[config.mk]
export PLATFORM = sky130hd
export DESIGN_NAME = dma_job_scheduler
export DESIGN_NICKNAME = d
export VERILOG_FILES = /design/src/rtl/dma_job_scheduler_pkg.sv /design/src/rtl/dma_job_scheduler_job_fifo.sv /design/src/rtl/dma_job_scheduler.sv
export SDC_FILE = /design/constraint.sdc
export NUM_CORES = 1
export LEC_CHECK = 0
export ABC_AREA = 1
export BUFFER_PORTS_ARGS = -buffer_cell sky130_fd_sc_hd__buf_4
export CORE_ASPECT_RATIO = 0.7
export CORE_MARGIN = 10
export CORE_UTILIZATION = 25
export CTS_CLUSTER_SIZE = 8
export DETAILED_ROUTE_END_ITERATION = 8
export PLACE_DENSITY = 0.49
export SLEW_MARGIN = 15
export SYNTH_ARGS = -nofsm -noshare
export SYNTH_HDL_FRONTEND = slang
export SYNTH_SLANG_ARGS = --single-unit
[constraint.sdc]
create_clock -name clk_h -period 5.65 [get_ports clk_h]
set_clock_uncertainty 0.15 [all_clocks]
set_input_delay 1.695 -clock clk_h [delete_from_list [all_inputs] [get_ports clk_h]]
set_output_delay 1.695 -clock clk_h [all_outputs]
set_load 0.01 [all_outputs]
[src/rtl/dma_job_scheduler_pkg.sv]
// Shared definitions for the DMA job scheduler: command layout, FSM encodings,
// DMA direction encodings and the FIFO entry format.
package dma_job_scheduler_pkg;

    localparam int CMD_W        = 29;
    localparam int ENTRY_W      = CMD_W + 1;
    localparam int SDRAM_ADDR_W = 8;
    localparam int MEM_ADDR_W   = 6;

    localparam int RW_BIT   = 28;
    localparam int SRC_MSB  = 27;
    localparam int SRC_LSB  = 20;
    localparam int DST_MSB  = 19;
    localparam int DST_LSB  = 12;
    localparam int MEM1_MSB = 11;
    localparam int MEM1_LSB = 6;
    localparam int MEM2_MSB = 5;
    localparam int MEM2_LSB = 0;

    localparam logic [1:0] ST_IDLE = 2'd0;
    localparam logic [1:0] ST_LOAD = 2'd1;
    localparam logic [1:0] ST_RUN  = 2'd2;
    localparam logic [1:0] ST_GAP  = 2'd3;

    localparam logic DMA_RW_SDRAM_TO_MEM = 1'b0;
    localparam logic DMA_RW_MEM_TO_SDRAM = 1'b1;

    typedef struct packed {
        logic             id;
        logic [CMD_W-1:0] cmd;
    } job_entry_t;

endpackage

[src/rtl/dma_job_scheduler_job_fifo.sv]
// Small synchronous job FIFO. Pointers carry one extra wrap bit so full and
// empty are told apart without a separate occupancy counter. The head entry
// is presented combinationally so a pop can use it in the same cycle.
module job_fifo #(
    parameter int DEPTH = 4,
    parameter int WIDTH = 30
) (
    input  logic             clk_h,
    input  logic             rst_n,
    input  logic             push,
    input  logic [WIDTH-1:0] push_data,
    input  logic             pop,
    output logic [WIDTH-1:0] head_data,
    output logic             full,
    output logic             empty
);

    localparam int AW = $clog2(DEPTH);

    logic [WIDTH-1:0] mem [DEPTH];
    logic [AW:0]      wr_ptr;
    logic [AW:0]      rd_ptr;
    logic             do_push;
    logic             do_pop;

    assign empty     = (wr_ptr == rd_ptr);
    assign full      = (wr_ptr[AW] != rd_ptr[AW]) && (wr_ptr[AW-1:0] == rd_ptr[AW-1:0]);
    assign do_push   = push && !full;
    assign do_pop    = pop && !empty;
    assign head_data = mem[rd_ptr[AW-1:0]];

    // Advance read/write pointers; a refused push or an empty pop leaves them alone.
    always_ff @(posedge clk_h or negedge rst_n) begin
        if (!rst_n) begin
            wr_ptr <= '0;
            rd_ptr <= '0;
        end else begin
            if (do_push) begin
                wr_ptr <= wr_ptr + 1'b1;
            end
            if (do_pop) begin
                rd_ptr <= rd_ptr + 1'b1;
            end
        end
    end

    // Write the accepted entry into storage; contents need no reset since the pointers gate them.
    always_ff @(posedge clk_h) begin
        if (do_push) begin
            mem[wr_ptr[AW-1:0]] <= push_data;
        end
    end

endmodule

[src/rtl/dma_job_scheduler.sv]
// DMA job scheduler: takes jobs from two requesters with round-robin
// arbitration, queues them, and runs the DMA one job at a time with a
// timeout and a short enable-low gap between jobs. Each job ends with a
// single completion pulse tagged with the owning requester.
module dma_job_scheduler
    import dma_job_scheduler_pkg::*;
#(
    parameter int DEPTH          = 4,
    parameter int GAP_CYCLES     = 2,
    parameter int TIMEOUT_CYCLES = 1024
) (
    input  logic                    clk_h,
    input  logic                    rst_n,
    input  logic                    req0_valid,
    input  logic [CMD_W-1:0]        req0_cmd,
    output logic                    req0_ready,
    input  logic                    req1_valid,
    input  logic [CMD_W-1:0]        req1_cmd,
    output logic                    req1_ready,
    input  logic                    dma_done,
    output logic                    dma_rw,
    output logic                    dma_enable,
    output logic [SDRAM_ADDR_W-1:0] dma_sdram_src,
    output logic [SDRAM_ADDR_W-1:0] dma_sdram_dst,
    output logic [MEM_ADDR_W-1:0]   dma_mem1_addr,
    output logic [MEM_ADDR_W-1:0]   dma_mem2_addr,
    output logic                    cmpl_valid,
    output logic                    cmpl_id,
    output logic                    cmpl_err,
    output logic                    busy,
    output logic                    err_sticky
);

    localparam int TW = $clog2(TIMEOUT_CYCLES);
    localparam int GW = (GAP_CYCLES > 1) ? $clog2(GAP_CYCLES) : 1;
    localparam logic [TW-1:0] RUN_LAST = TW'(TIMEOUT_CYCLES - 1);
    localparam logic [GW-1:0] GAP_LAST = GW'(GAP_CYCLES - 1);

    logic          rr_ptr;
    logic          grant0;
    logic          grant1;
    job_entry_t    push_entry;
    job_entry_t    head_entry;
    logic          fifo_full;
    logic          fifo_empty;
    logic          fifo_pop;
    logic [1:0]    state;
    logic [TW-1:0] run_cnt;
    logic [GW-1:0] gap_cnt;
    logic          cur_id;
    logic          run_timeout;

    // Grant at most one requester per cycle; a tie goes to the side the pointer favours.
    always_comb begin
        grant0 = 1'b0;
        grant1 = 1'b0;
        if (!fifo_full) begin
            if (req0_valid && req1_valid) begin
                grant0 = !rr_ptr;
                grant1 = rr_ptr;
            end else begin
                grant0 = req0_valid;
                grant1 = req1_valid;
            end
        end
    end

    assign req0_ready     = grant0;
    assign req1_ready     = grant1;
    assign push_entry.id  = grant1;
    assign push_entry.cmd = grant1 ? req1_cmd : req0_cmd;

    // Point the arbiter at the side that was not just served.
    always_ff @(posedge clk_h or negedge rst_n) begin
        if (!rst_n) begin
            rr_ptr <= 1'b0;
        end else if (grant0) begin
            rr_ptr <= 1'b1;
        end else if (grant1) begin
            rr_ptr <= 1'b0;
        end
    end

    job_fifo #(
        .DEPTH (DEPTH),
        .WIDTH (ENTRY_W)
    ) u_job_fifo (
        .clk_h     (clk_h),
        .rst_n     (rst_n),
        .push      (grant0 || grant1),
        .push_data (push_entry),
        .pop       (fifo_pop),
        .head_data (head_entry),
        .full      (fifo_full),
        .empty     (fifo_empty)
    );

    assign fifo_pop    = (state == ST_LOAD);
    assign dma_enable  = (state == ST_RUN);
    assign run_timeout = (run_cnt == RUN_LAST);
    assign busy        = !fifo_empty || (state != ST_IDLE);

    // Job sequencer: load the head job onto the DMA, run it until done or
    // timeout, report the completion, then hold enable low for the gap.
    always_ff @(posedge clk_h or negedge rst_n) begin
        if (!rst_n) begin
            state         <= ST_IDLE;
            run_cnt       <= '0;
            gap_cnt       <= '0;
            cur_id        <= 1'b0;
            dma_rw        <= DMA_RW_SDRAM_TO_MEM;
            dma_sdram_src <= '0;
            dma_sdram_dst <= '0;
            dma_mem1_addr <= '0;
            dma_mem2_addr <= '0;
            cmpl_valid    <= 1'b0;
            cmpl_id       <= 1'b0;
            cmpl_err      <= 1'b0;
            err_sticky    <= 1'b0;
        end else begin
            cmpl_valid <= 1'b0;
            case (state)
                ST_IDLE: begin
                    if (!fifo_empty) begin
                        state <= ST_LOAD;
                    end
                end
                ST_LOAD: begin
                    dma_rw        <= head_entry.cmd[RW_BIT] ? DMA_RW_MEM_TO_SDRAM
                                                            : DMA_RW_SDRAM_TO_MEM;
                    dma_sdram_src <= head_entry.cmd[SRC_MSB:SRC_LSB];
                    dma_sdram_dst <= head_entry.cmd[DST_MSB:DST_LSB];
                    dma_mem1_addr <= head_entry.cmd[MEM1_MSB:MEM1_LSB];
                    dma_mem2_addr <= head_entry.cmd[MEM2_MSB:MEM2_LSB];
                    cur_id        <= head_entry.id;
                    run_cnt       <= '0;
                    state         <= ST_RUN;
                end
                ST_RUN: begin
                    if (dma_done) begin
                        cmpl_valid <= 1'b1;
                        cmpl_id    <= cur_id;
                        cmpl_err   <= 1'b0;
                        gap_cnt    <= '0;
                        state      <= ST_GAP;
                    end else if (run_timeout) begin
                        cmpl_valid <= 1'b1;
                        cmpl_id    <= cur_id;
                        cmpl_err   <= 1'b1;
                        err_sticky <= 1'b1;
                        gap_cnt    <= '0;
                        state      <= ST_GAP;
                    end else if (run_cnt != '1) begin
                        run_cnt <= run_cnt + 1'b1;
                    end
                end
                ST_GAP: begin
                    if (gap_cnt == GAP_LAST) begin
                        state <= ST_IDLE;
                    end else begin
                        gap_cnt <= gap_cnt + 1'b1;
                    end
                end
                default: begin
                    state <= ST_IDLE;
                end
            endcase
        end
    end

endmodule
* Word-level counts from Yosys, hierarchy flattened
Memories as Yosys holds them, arrays and structs flattened.
Index checks and enable logic that the tools add are counted.
** Word-level totals
- Output and inout bits :: 37
- Memories kept :: 1
- RAM bits :: 120
- Input port bits :: 63
- Logic and storage cells :: 86
- Bits in registers :: 54
** Operators by class
- Reduce and logical (&&, ||, !) cells :: 20
- Equal/unequal tests :: 14
- Muxes and demuxes :: 30
- $add $sub $neg :: 4
- Bitwise logic cells :: 1
** Memory list
- u_job_fifo.mem :: depth 4, width 30, rd ports 1, clocked after Yosys merged registers in 0, write ports 1, line dma_job_scheduler_job_fifo.sv:20 : logic [WIDTH-1:0] mem [DEPTH];
** Operator list (number)
- $mux W10 :: 3
- $mux W29 :: 1
- $pmux W10 S2 :: 1
- $mux W1 :: 19
- $add A10 B1 Y10 const B :: 1
- $eq A10 B10 Y1 const B :: 1
- $ne A10 B10 Y1 const B :: 1
- $reduce_bool A2 Y1 :: 5
- $mux W2 :: 4
- $ne A2 B2 Y1 const B :: 4
- $pmux W2 S4 :: 1
- $add A3 B1 Y3 const B :: 2
- $reduce_and A3 Y1 :: 2
- $eq A2 B2 Y1 const B :: 2
- $logic_and A1 B1 Y1 :: 4
- $reduce_and A2 Y1 :: 2
- $reduce_and A4 Y1 :: 1
- $eq A3 B3 Y1 :: 1
- $logic_not A1 Y1 :: 3
- $ne A3 B2 Y1 const B :: 1
- $eq A2 B1 Y1 const B :: 1
- $eq A2 B2 Y1 :: 1
- $logic_not A2 Y1 :: 1
- $logic_or A1 B1 Y1 :: 2
- 5 further kinds :: 5

* Depth between registers and ports, before layout
Gate-level depths: netlist of run 1.
- Word-level depth :: 7
- Depth in mapped cells :: 10
- Gate-level depth less buffers :: 9

* Hierarchy
Synthesis of run 1 repeated with hierarchy kept, for this count alone.
** Unflattened totals
- Cell total of the unflattened synthesis :: 651
- Area total of the unflattened synthesis :: 7417.1 um2
** By module, submodules not included
- job_fifo :: cells each 350, area an instance 4883.4 um2, instances 1, seq. area each 3753.6 um2
- dma_job_scheduler :: cells each 301, area an instance 2533.7 um2, instances 1, seq. area each 1201.2 um2

* Worst setup path before layout of run 1
OpenSTA, ideal clock, no wires.
- Path kind :: in2out
- Start point :: input port req1_valid
- End point :: output port req1_ready
- Required time :: 3.805 ns
- Path buffers :: 1
- Arrival :: 2.196 ns
- Path slack :: 1.609 ns
- Stages :: 4
- Cell sequence :: a21boi_2 > nand2_2 > inv_2 > buf_4
** Between the ends
- Longest elaborated chain between the ends :: 3
** Ends and longest elaborated chain
- start, declared :: line dma_job_scheduler.sv:17 : input logic req1_valid,
- $logic_and A1 B1 Y1 :: line dma_job_scheduler.sv:58 : if (req0_valid && req1_valid) begin
- $mux W1 * :: line dma_job_scheduler.sv:58
- $mux W1 * :: line dma_job_scheduler.sv:57 : if (!fifo_full) begin
- end, declared :: line dma_job_scheduler.sv:19 : output logic req1_ready,
Mark *: on every way between the ends. The rest lies on a longest branch, timed or not.

* Worst setup path after layout of run 1
- Start point :: register u_job_fifo.rd_ptr[1]
- End point :: output port req1_ready
** Between the ends
- Longest elaborated chain between the ends :: 3
** Ends and longest elaborated chain
- start, declared :: line dma_job_scheduler_job_fifo.sv:22 : logic [AW:0] rd_ptr;
- start signal, assigned :: line dma_job_scheduler_job_fifo.sv:42 : rd_ptr <= rd_ptr + 1'b1;
- $eq A2 B2 Y1 :: line dma_job_scheduler_job_fifo.sv:27 : assign full = (wr_ptr[AW] != rd_ptr[AW]) && (wr_ptr[AW-1:0] == rd_ptr[AW-1:0]);
- $logic_and A1 B1 Y1 :: line dma_job_scheduler_job_fifo.sv:27
- $mux W1 :: line dma_job_scheduler.sv:57
Every way passes these cells.

==> metrics.md, run 1 <==
| Metric | Value |
|---|---|
| Layout Utilization | 0.314 |
| ANT cells | 0 |
| Vias | 4957 |
| Area of the mapped netlist | 7350 um^2 |
| First-pass iteration count of the detailed router | 4 |
| Core Footprint | 29000 um^2 |
| Crit-path max FO | 33 |
| Most frequent cells in the layout | nor2_1, nand2_1, edfxtp_1 |
| Avg Inst Size Synth | approximately 11 um^2 |
| Hold Violations, Final | 0 |
| Design area | 9090 um^2 |
| Cell variety after synth | 29 |
| Area grow syn2layout | 23.7% |
| Worst-case clock buffer depth | 2 |
| Hold depth | 2 |
| Seq. cell area | 4960 um^2 |
| Setup TNS | 0 ns |
| Root buf cell | clkbuf_16 |
| RePlAce Congestion | around 0.72 |
| Share of layout cells above drive strength 1 | 0.197 |
| Die W | 225 um |
| Number of fill cells | 2937 |
| Period utilisation layout | 0.776 |
| Cells after DPL | approximately 1100 |
| Final worst path period need | 4.38 ns |
| Status | completed |
| Startpoint types | register |
| Aggregate global routing overflow | 0 |
| Placed wire-length estimate | approximately 11000 um |
| Vias in the first global route | ~4900 |
| Final Setup Violations | 0 |
| R2r worst-path depth | 6 |
| Die area | 36800 um^2 |
| Post-cts resize count | 0 |
| Worst hold margin | 0.335 ns |
| Row Count | 52 |
| Synthesized flop and latch total | 174 |
| Final Total Pwr | between 5 and 6 mW |
| Clock Latency Late Sink | 0.44 ns |
| Num ports | 100 |
| Sink Count | between 150 and 200 |
| DR WL/cell | 15.8 um |
| Syn Inst Count | 693 |
| CTS Buf Count | 17 |
| Routed Antenna Nets | 0 |
| Peak supply drop | 0.000208 V |
| Pwr dens | between 500 and 600 nW/um^2 |
| Post-CTS Setup Inserts | 0 |
| Max Cap Violations | 0 |
| H-tree Lvls | 4 |
| Nets | around 860 |
| Most common cell after layout, fill and taps aside | nor2_1 |
| Via density | 4.23 |
| DRC | 0 |
| Hold Crit Class | register to register |
| P_leak | 3.68 nW |
| Crit. End Element | primary output |
| Chip Height | 163 um |
| Synthesized net count | 767 |
| Yosys Warn Count | 0 |
| Multi-input logic area | 2160 um^2 |
| Gr usage total | 0.103 |
| Initial DRC Count | approximately 300 |
| CTS tree | yes |
| Post-place setup slack | 1.42 ns |
| Largest net degree at the start of global routing | 63 |
| Placed Area | 8460 um^2 |
| WS Path Type | register to primary output |
| Worst slew pin tran | 1.11 ns |
| First-pass GRT wire length | 28900 um |
| Seq/Total Area, Yosys | 0.674 |
| Slew Viols, Final | 0 |
| Worst-path clk slew | 0.06 ns |
| Worst path required time | 3.81 ns |
| Initial Util | 0.254 |
| Hold Buf Count CTS | 0 |
| Port bufs | 99 |
| WP data arrival | between 2 and 3 ns |
| Setup ws final | between 1 and 1.5 ns |
| Non-Filler Instances | 1173 |
| Initial antenna violation count | 0 |
| Peak Freq | 228 MHz |
| Final wirelength | about 19000 um |
| Rel. slew slack | 0.260 |
| RSZ-0062 raised after global routing | false |
cells by family after synthesis:
group	Yosys count	share of synthesized area
AO/OA/AOI/OAI	110	0.0827
XOR/XNOR	6	0.00970
adder cells (fa/ha/maj)	11	0.0187
buffers and inverters	60	0.0374
flip-flops	174	0.674
AND/OR/NAND/NOR	332	0.178
power by group:
group	internal (mW)	leakage, nW	switching (mW)	total [mW]
registers	1.92	1.74	0.213	2.13
logic	0.570	1.62	1.15	1.72
clock network	0.750	0.311	0.528	1.28
state kept, by name, summed over array words and instances, names as in the netlist:
register,count
cmpl_id,1
dma_sdram_dst,8
dma_rw,1
gap_cnt,1
dma_sdram_src,8
state,2
cmpl_err,1
rr_ptr,1
cmpl_valid,1
run_cnt,10
u_job_fifo.mem,120
u_job_fifo.wr_ptr,3
u_job_fifo.rd_ptr,3
dma_mem2_addr,6
err_sticky,1
cur_id,1
dma_mem1_addr,6
path summary, 6_finish.rpt:
kind | startpoint | endpoint | slack, ns
worst max-delay path | u_job_fifo.rd_ptr[1] | req1_ready | 1.27
worst min-delay path | cmpl_err | cmpl_err | 0.34
worst max register to register | u_job_fifo.rd_ptr[1] | u_job_fifo.mem[3][29] | 2.23
worst min register to register | cmpl_err | cmpl_err | 0.34
max in group asynchronous | rst_n | u_job_fifo.rd_ptr[1] | 3.57
min in group asynchronous | rst_n | run_cnt[4] | 1.18
routing by layer:
metal	track usage	share of wire
met1	0.144	0.51
met4	0.0240	0.0058
met2	0.148	0.42
met5	0	0
met3	0.0358	0.062
critical path, cell delays in order (launching register included):
cell and delay (ns):
dfrtp_2 0.86, inv_2 0.51, nand2_1 0.17, nand2_1 0.11
nand3_2 0.14, nand2_2 0.08, inv_2 0.11, buf_4 0.14
cell usage after synthesis:
library cell	count	share of area
clkbuf_1	19	0.0097
nand3_1	16	0.011
a21boi_2	1	0.0015
inv_2	2	0.0010
buf_4	3	0.0031
o21ai_0	65	0.044
nand2_2	3	0.0026
or2_2	2	0.0017
nand3_2	2	0.0027
buf_6	4	0.0061
a21boi_0	1	0.0010
nor2_2	2	0.0017
ha_1	11	0.019
a21o_1	1	0.0010
o21ai_2	1	0.0012
nor2_1	163	0.083
a21oi_1	7	0.0048
buf_2	7	0.0048
inv_1	25	0.013
nand2_1	140	0.071
edfxtp_1	120	0.49
a21oi_2	1	0.0012
a31oi_1	31	0.026
nand4_1	4	0.0034
dfrtp_1	54	0.18
xnor2_1	3	0.0036
xnor2_4	1	0.0037
o21ai_1	2	0.0014
xor2_1	2	0.0024
area by class of cell:
type                       count  share of cell area
multi-input combinational    459               0.237
inverter                      27              0.0111
tap                          378              0.0520
clock inverter                15              0.0227
sequential                   174               0.545
timing repair buffer         103              0.0850
clock buffer                  17              0.0468
Power figures use the tool's default switching activity.
==> run 2: changes to the inputs <==
==> constraint.sdc (replaced) <==
create_clock -name clk_h -period 4.25 [get_ports clk_h]
set_clock_uncertainty 0.15 [all_clocks]
set_input_delay 1.275 -clock clk_h [delete_from_list [all_inputs] [get_ports clk_h]]
set_output_delay 1.275 -clock clk_h [all_outputs]
set_load 0.01 [all_outputs]
==> metrics.md, run 2 (synthesized netlist as in run 1, its figures left out) <==
| Metric | Value |
|---|---|
| RePlAce Congestion | 0.737 (+2.1%) |
| WS Path Type | primary input to primary output |
| Die W | 225 um (unchanged) |
| Final Setup Violations | 0 (unchanged) |
| DRC | 0 (unchanged) |
| Status | completed |
| Vias | 5087 (+2.6%) |
| Hold Violations, Final | 0 (unchanged) |
| Post-CTS Setup Inserts | 0 (unchanged) |
| P_leak | 3.73 nW (+1.4%) |
| RSZ-0062 raised after global routing | false |
| Die area | 36800 um^2 (unchanged) |
| Area grow syn2layout | 25.0% |
| R2r worst-path depth | 4 (-2) |
| ANT cells | 0 (unchanged) |
| Crit. End Element | primary output |
| Clock Latency Late Sink | 0.43 ns (about the same) |
| Placed wire-length estimate | 11800 um (+2.8%) |
| Post-cts resize count | 0 (unchanged) |
| Gr usage total | 0.103 (about the same) |
| First-pass iteration count of the detailed router | 5 (+1) |
| Startpoint types | primary input |
| Final wirelength | 18700 um (+1.0%) |
| Most frequent cells in the layout | nor2_1, nand2_1, edfxtp_1 |
| Hold Crit Class | register to register |
| R2R Path Start | u_job_fifo.rd_ptr[0] |
| Nets | 863 (+0.82%) |
| Largest net degree at the start of global routing | 63 (unchanged) |
| WP data arrival | 1.94 ns (-0.60 ns) |
| Period utilisation layout | 0.791 |
| First-pass GRT wire length | 28700 um (-0.53%) |
| Initial Util | 0.254 (unchanged) |
| Port bufs | 99 (unchanged) |
| Final worst path period need | between 3 and 4 ns |
| R2R Path End | dma_sdram_src[7] |
| Aggregate global routing overflow | 0 (unchanged) |
| Worst slew pin tran | 1.04 ns (-0.0634 ns) |
| Share of layout cells above drive strength 1 | 0.206 (+0.00825) |
| Cell mode on critical path | buf_4 |
| Number of fill cells | 2926 (-0.37%) |
| Final Total Pwr | 6.97 mW (+36%) |
| Peak Freq | slightly below 300 MHz |
| Crit-path max FO | 2 (-94%) |
| Routed Antenna Nets | 0 (unchanged) |
| Hold path endpoint | err_sticky |
| Non-Filler Instances | 1180 (+0.60%) |
| Root buf cell | clkbuf_16 |
| Slew Viols, Final | 0 (unchanged) |
| H-tree Lvls | 4 (unchanged) |
| Post-place setup slack | 0.879 ns (-0.539 ns) |
| CTS tree | yes |
| Initial DRC Count | 404 (+35%) |
| Rel. slew slack | 0.303 (+0.0430) |
| Peak supply drop | 0.000314 V (+51%) |
| Cells after DPL | 1148 (+0.61%) |
| Crit-path leading delay family | compound AO/OA/AOI/OAI gates |
| Worst path required time | 2.82 ns (-0.99 ns) |
| Setup TNS | 0 ns (unchanged) |
| Crit path depth | 5 (-2) |
| Sink Count | 174 (unchanged) |
| Hold depth | 2 (unchanged) |
| CTS Buf Count | 17 (unchanged) |
| Most common cell after layout, fill and taps aside | nor2_1 |
| Max Cap Violations | 0 (unchanged) |
| Core Footprint | 29000 um^2 (unchanged) |
| DR WL/cell | 15.8 um (+0.43%) |
| Critical path's largest stage delay | 0.29 ns (-0.57 ns) |
| Worst Setup SP | req0_valid |
| Chip Height | 163 um (unchanged) |
| Max FFs per register | 120 (unchanged) |
| Layout Utilization | 0.318 (+0.00350) |
| Worst-case clock buffer depth | 2 (unchanged) |
| Via density | 4.31 (+2.0%) |
| Hold Buf Count CTS | 0 (unchanged) |
| Worst-path clk slew | 0.07 ns (about the same) |
| Num ports | 100 (unchanged) |
| Setup ws final | 0.886 ns (-0.379 ns) |
| Row Count | 52 (unchanged) |
| Buffers and inverters on the worst path | 3 (unchanged) |
| Initial antenna violation count | 0 (unchanged) |
| Cell breakdown of the critical path | buf_4 -> a21boi_0 -> nand2_1 -> inv_1 -> buf_4 |
| Critical path's slowest cell | a21boi_0 |
| Slack of the worst reg-to-reg path | 1.73 ns (-0.50 ns) |
| Pwr dens | 759 nW/um^2 (+35%) |
| Vias in the first global route | 4926 (+1.3%) |
| Worst hold start | err_sticky |
## run 2: worst min-delay path, stage by stage, from the launching register on
cell and delay [ns]:
dfrtp_1 0.35, inv_1 0.05, nand2_1 0.05
## run 2: power breakdown
part           switching [mW]  total (mW)  internal [mW]
Sequential              0.252        2.80           2.54
Combinational            1.58        2.38          0.796
Clock                   0.687        1.80           1.11
Total                    2.52        6.97           4.45
## run 2: stage by stage
| stage | hold slack, ns | instance area, um^2 |
|---|---|---|
| floorplan | 0.300 | 7350 |
| global placement | 0.303 | 8510 |
| detailed placement | 0.310 | 8510 |
| CTS | 0.328 | 9190 |
| global route | 0.366 | 9190 |
| finish | 0.324 | 9190 |
## run 2: final cells by class
cell class | count | area [um^2] | area share
multi-input combinational | 459 | 2160 | 0.234
clock inverter | 15 | 255 | 0.0278
clock buffer | 17 | 425 | 0.0463
timing repair buffer | 110 | 826 | 0.0898
inverter | 27 | 101 | 0.0110
sequential | 174 | 4960 | 0.539
tap | 378 | 473 | 0.0514
## run 2: worst max-delay path by stage
stage | end | slack, ns
3_3_place_gp | req0_ready | 0.88
5_1_grt | req0_ready | 0.79
2_1_floorplan | u_job_fifo.mem[0][0] | 0.71
4_1_cts | req0_ready | 0.88
6_report | req0_ready | 0.89
3_5_place_dp | req0_ready | 0.88
## run 2: layer usage
metal,wire [um],global-route usage,vias to the layer above
met3,1060,0.0315,15
li1,-,-,2534
met4,176,0.0287,0
met2,7960,0.149,137
met1,9500,0.144,2401
met5,0,0,-
==> run 3: changes to the inputs <==
==> constraint.sdc (replaced) <==
create_clock -name clk_h -period 3.1 [get_ports clk_h]
set_clock_uncertainty 0.15 [all_clocks]
set_input_delay 0.93 -clock clk_h [delete_from_list [all_inputs] [get_ports clk_h]]
set_output_delay 0.93 -clock clk_h [all_outputs]
set_load 0.01 [all_outputs]
==> metrics.md, run 3 (synthesized netlist as in run 1, its figures left out) <==
| Metric | Value |
|---|---|
| Max FFs per register | 120 (unchanged) |
| Initial Util | 0.254 (unchanged) |
| Worst slew pin tran | 1.04 ns (-0.00139 ns) |
| P_leak | 3.71 nW (-0.41%) |
| Initial DRC Count | 422 (+4.5%) |
| Die area | 36800 um^2 (unchanged) |
| First-pass iteration count of the detailed router | 5 (unchanged) |
| R2r worst-path depth | 5 (+1) |
| Hold Crit Class | primary input to asynchronous set/reset pin |
| Via density | 4.23 (-1.8%) |
| Peak supply drop | 0.000410 V (+31%) |
| Vias in the first global route | 4955 (+0.59%) |
| Most common cell after layout, fill and taps aside | nor2_1 |
| Num ports | 100 (unchanged) |
| Worst path required time | 2.02 ns (-0.80 ns) |
| Vias | 5020 (-1.3%) |
| Gr usage total | 0.103 (+0.000532) |
| Max Cap Violations | 0 (unchanged) |
| Critical path's slowest cell | dfrtp_1 |
| Final worst path period need | 2.75 ns |
| Worst-case clock buffer depth | 2 (unchanged) |
| Number of fill cells | 2953 (+0.92%) |
| Final Setup Violations | 0 (unchanged) |
| Row Count | 52 (unchanged) |
| Status | completed |
| Worst hold margin | 0.297 ns (-0.0267 ns) |
| RePlAce Congestion | 0.734 (-0.42%) |
| Peak Freq | 364 MHz |
| Crit-path max FO | 5 (+3) |
| Die W | 225 um (unchanged) |
| H-tree Lvls | 4 (unchanged) |
| Startpoint types | register |
| Seq. cell area | 4960 um^2 (unchanged) |
| CTS tree | yes |
| CTS Buf Count | 17 (unchanged) |
| Hold Violations, Final | 0 (unchanged) |
| DRC | 0 (unchanged) |
| Core Footprint | 29000 um^2 (unchanged) |
| Worst-path clk slew | 0.07 ns (about the same) |
| ANT cells | 0 (unchanged) |
| Largest net degree at the start of global routing | 63 (unchanged) |
| Port bufs | 99 (unchanged) |
| Clock Latency Late Sink | 0.43 ns (about the same) |
| Share of layout cells above drive strength 1 | 0.209 (+0.00342) |
| Multi-input logic area | 2160 um^2 (unchanged) |
| Initial antenna violation count | 0 (unchanged) |
| Chip Height | 163 um (unchanged) |
| Slew Viols, Final | 0 (unchanged) |
| First-pass GRT wire length | 28900 um (+0.68%) |
| DR WL/cell | 15.8 um (about the same) |
| Hold Buf Count CTS | 0 (unchanged) |
| Nets | 869 (+0.70%) |
| Final Total Pwr | 9.32 mW (+34%) |
| Sink Count | 174 (unchanged) |
| Crit. End Element | primary output |
| Post-CTS Setup Inserts | 0 (unchanged) |
| WP data arrival | 1.67 ns (-0.27 ns) |
| Post-cts resize count | 0 (unchanged) |
| Critical path's largest stage delay | 0.43 ns (+0.14 ns) |
| Root buf cell | clkbuf_16 |
| Aggregate global routing overflow | 0 (unchanged) |
| Routed Antenna Nets | 0 (unchanged) |
| Final wirelength | 18800 um (+0.47%) |
| WS Path Type | register to primary output |
| Cell breakdown of the critical path | inv_1 -> nand2_1 -> nand2_1 -> nand4_1 -> buf_4 |
| Area grow syn2layout | 24.6% |
| Placed wire-length estimate | 12000 um (+1.8%) |
| Most frequent cells in the layout | nor2_1, nand2_1, edfxtp_1 |
| Cell mode on critical path | nand2_1 |
| RSZ-0062 raised after global routing | false |
| Rel. slew slack | 0.303 (about the same) |
| Period utilisation layout | 0.887 |
| Pwr dens | 1020 nW/um^2 (+34%) |
[run 3: final cells by class]
type	instances	share of cell area
clock buffers	18	0.0468
multi-input cells	459	0.235
clock inverters	14	0.0180
flip-flops and latches	174	0.541
inverters	27	0.0111
repair buffers	116	0.0964
well taps	378	0.0516
[run 3: report_power, final]
part | internal [mW] | switching [mW] | leakage, nW | total [mW]
Combinational | 1.13 | 2.20 | 1.69 | 3.33
Clock | 1.27 | 0.913 | 0.280 | 2.18
Sequential | 3.49 | 0.319 | 1.74 | 3.81
Total | 5.89 | 3.43 | 3.71 | 9.32
[run 3: per-layer routing]
metal,global-route usage,up-vias,part of all wire,routed length (um)
met3,0.0317,10,0.050,948
met2,0.158,108,0.44,8270
met4,0.0240,0,0.0059,110
li1,-,2543,-,-
met1,0.140,2359,0.50,9450
met5,0,-,0,0
[run 3: stage by stage]
stage	area, um^2	setup slack, ns	std cells	setup TNS (ns)	util
final	9170	0.351	1186	0	0.317
after global routing	9170	0.206	1186	0	0.317
after CTS	9170	0.308	1186	0	0.317
after detailed placement	8570	0.210	1154	0	0.296
after global placement	8570	0.193	1154	0	0.296
after floorplan	7350	-0.0931	693	-11.17	-
[run 3: worst paths after layout]
path | endpoint | slack [ns] | startpoint
worst max register to register | dma_sdram_src[6] | 0.71 | u_job_fifo.rd_ptr[0]
worst min-delay path | run_cnt[2] | 0.30 | rst_n
min in group clk_h | err_sticky | 0.32 | err_sticky
worst max-delay path | busy | 0.35 | u_job_fifo.wr_ptr[1]
worst min register to register | err_sticky | 0.32 | err_sticky
max in group asynchronous | run_cnt[9] | 1.94 | rst_n
[run 3: worst max-delay path: cells and delay by family (launching register included)]
kind	cells	cell delay, ns
buf+inv	2	0.36
simple gates	3	0.44
flops	1	0.43
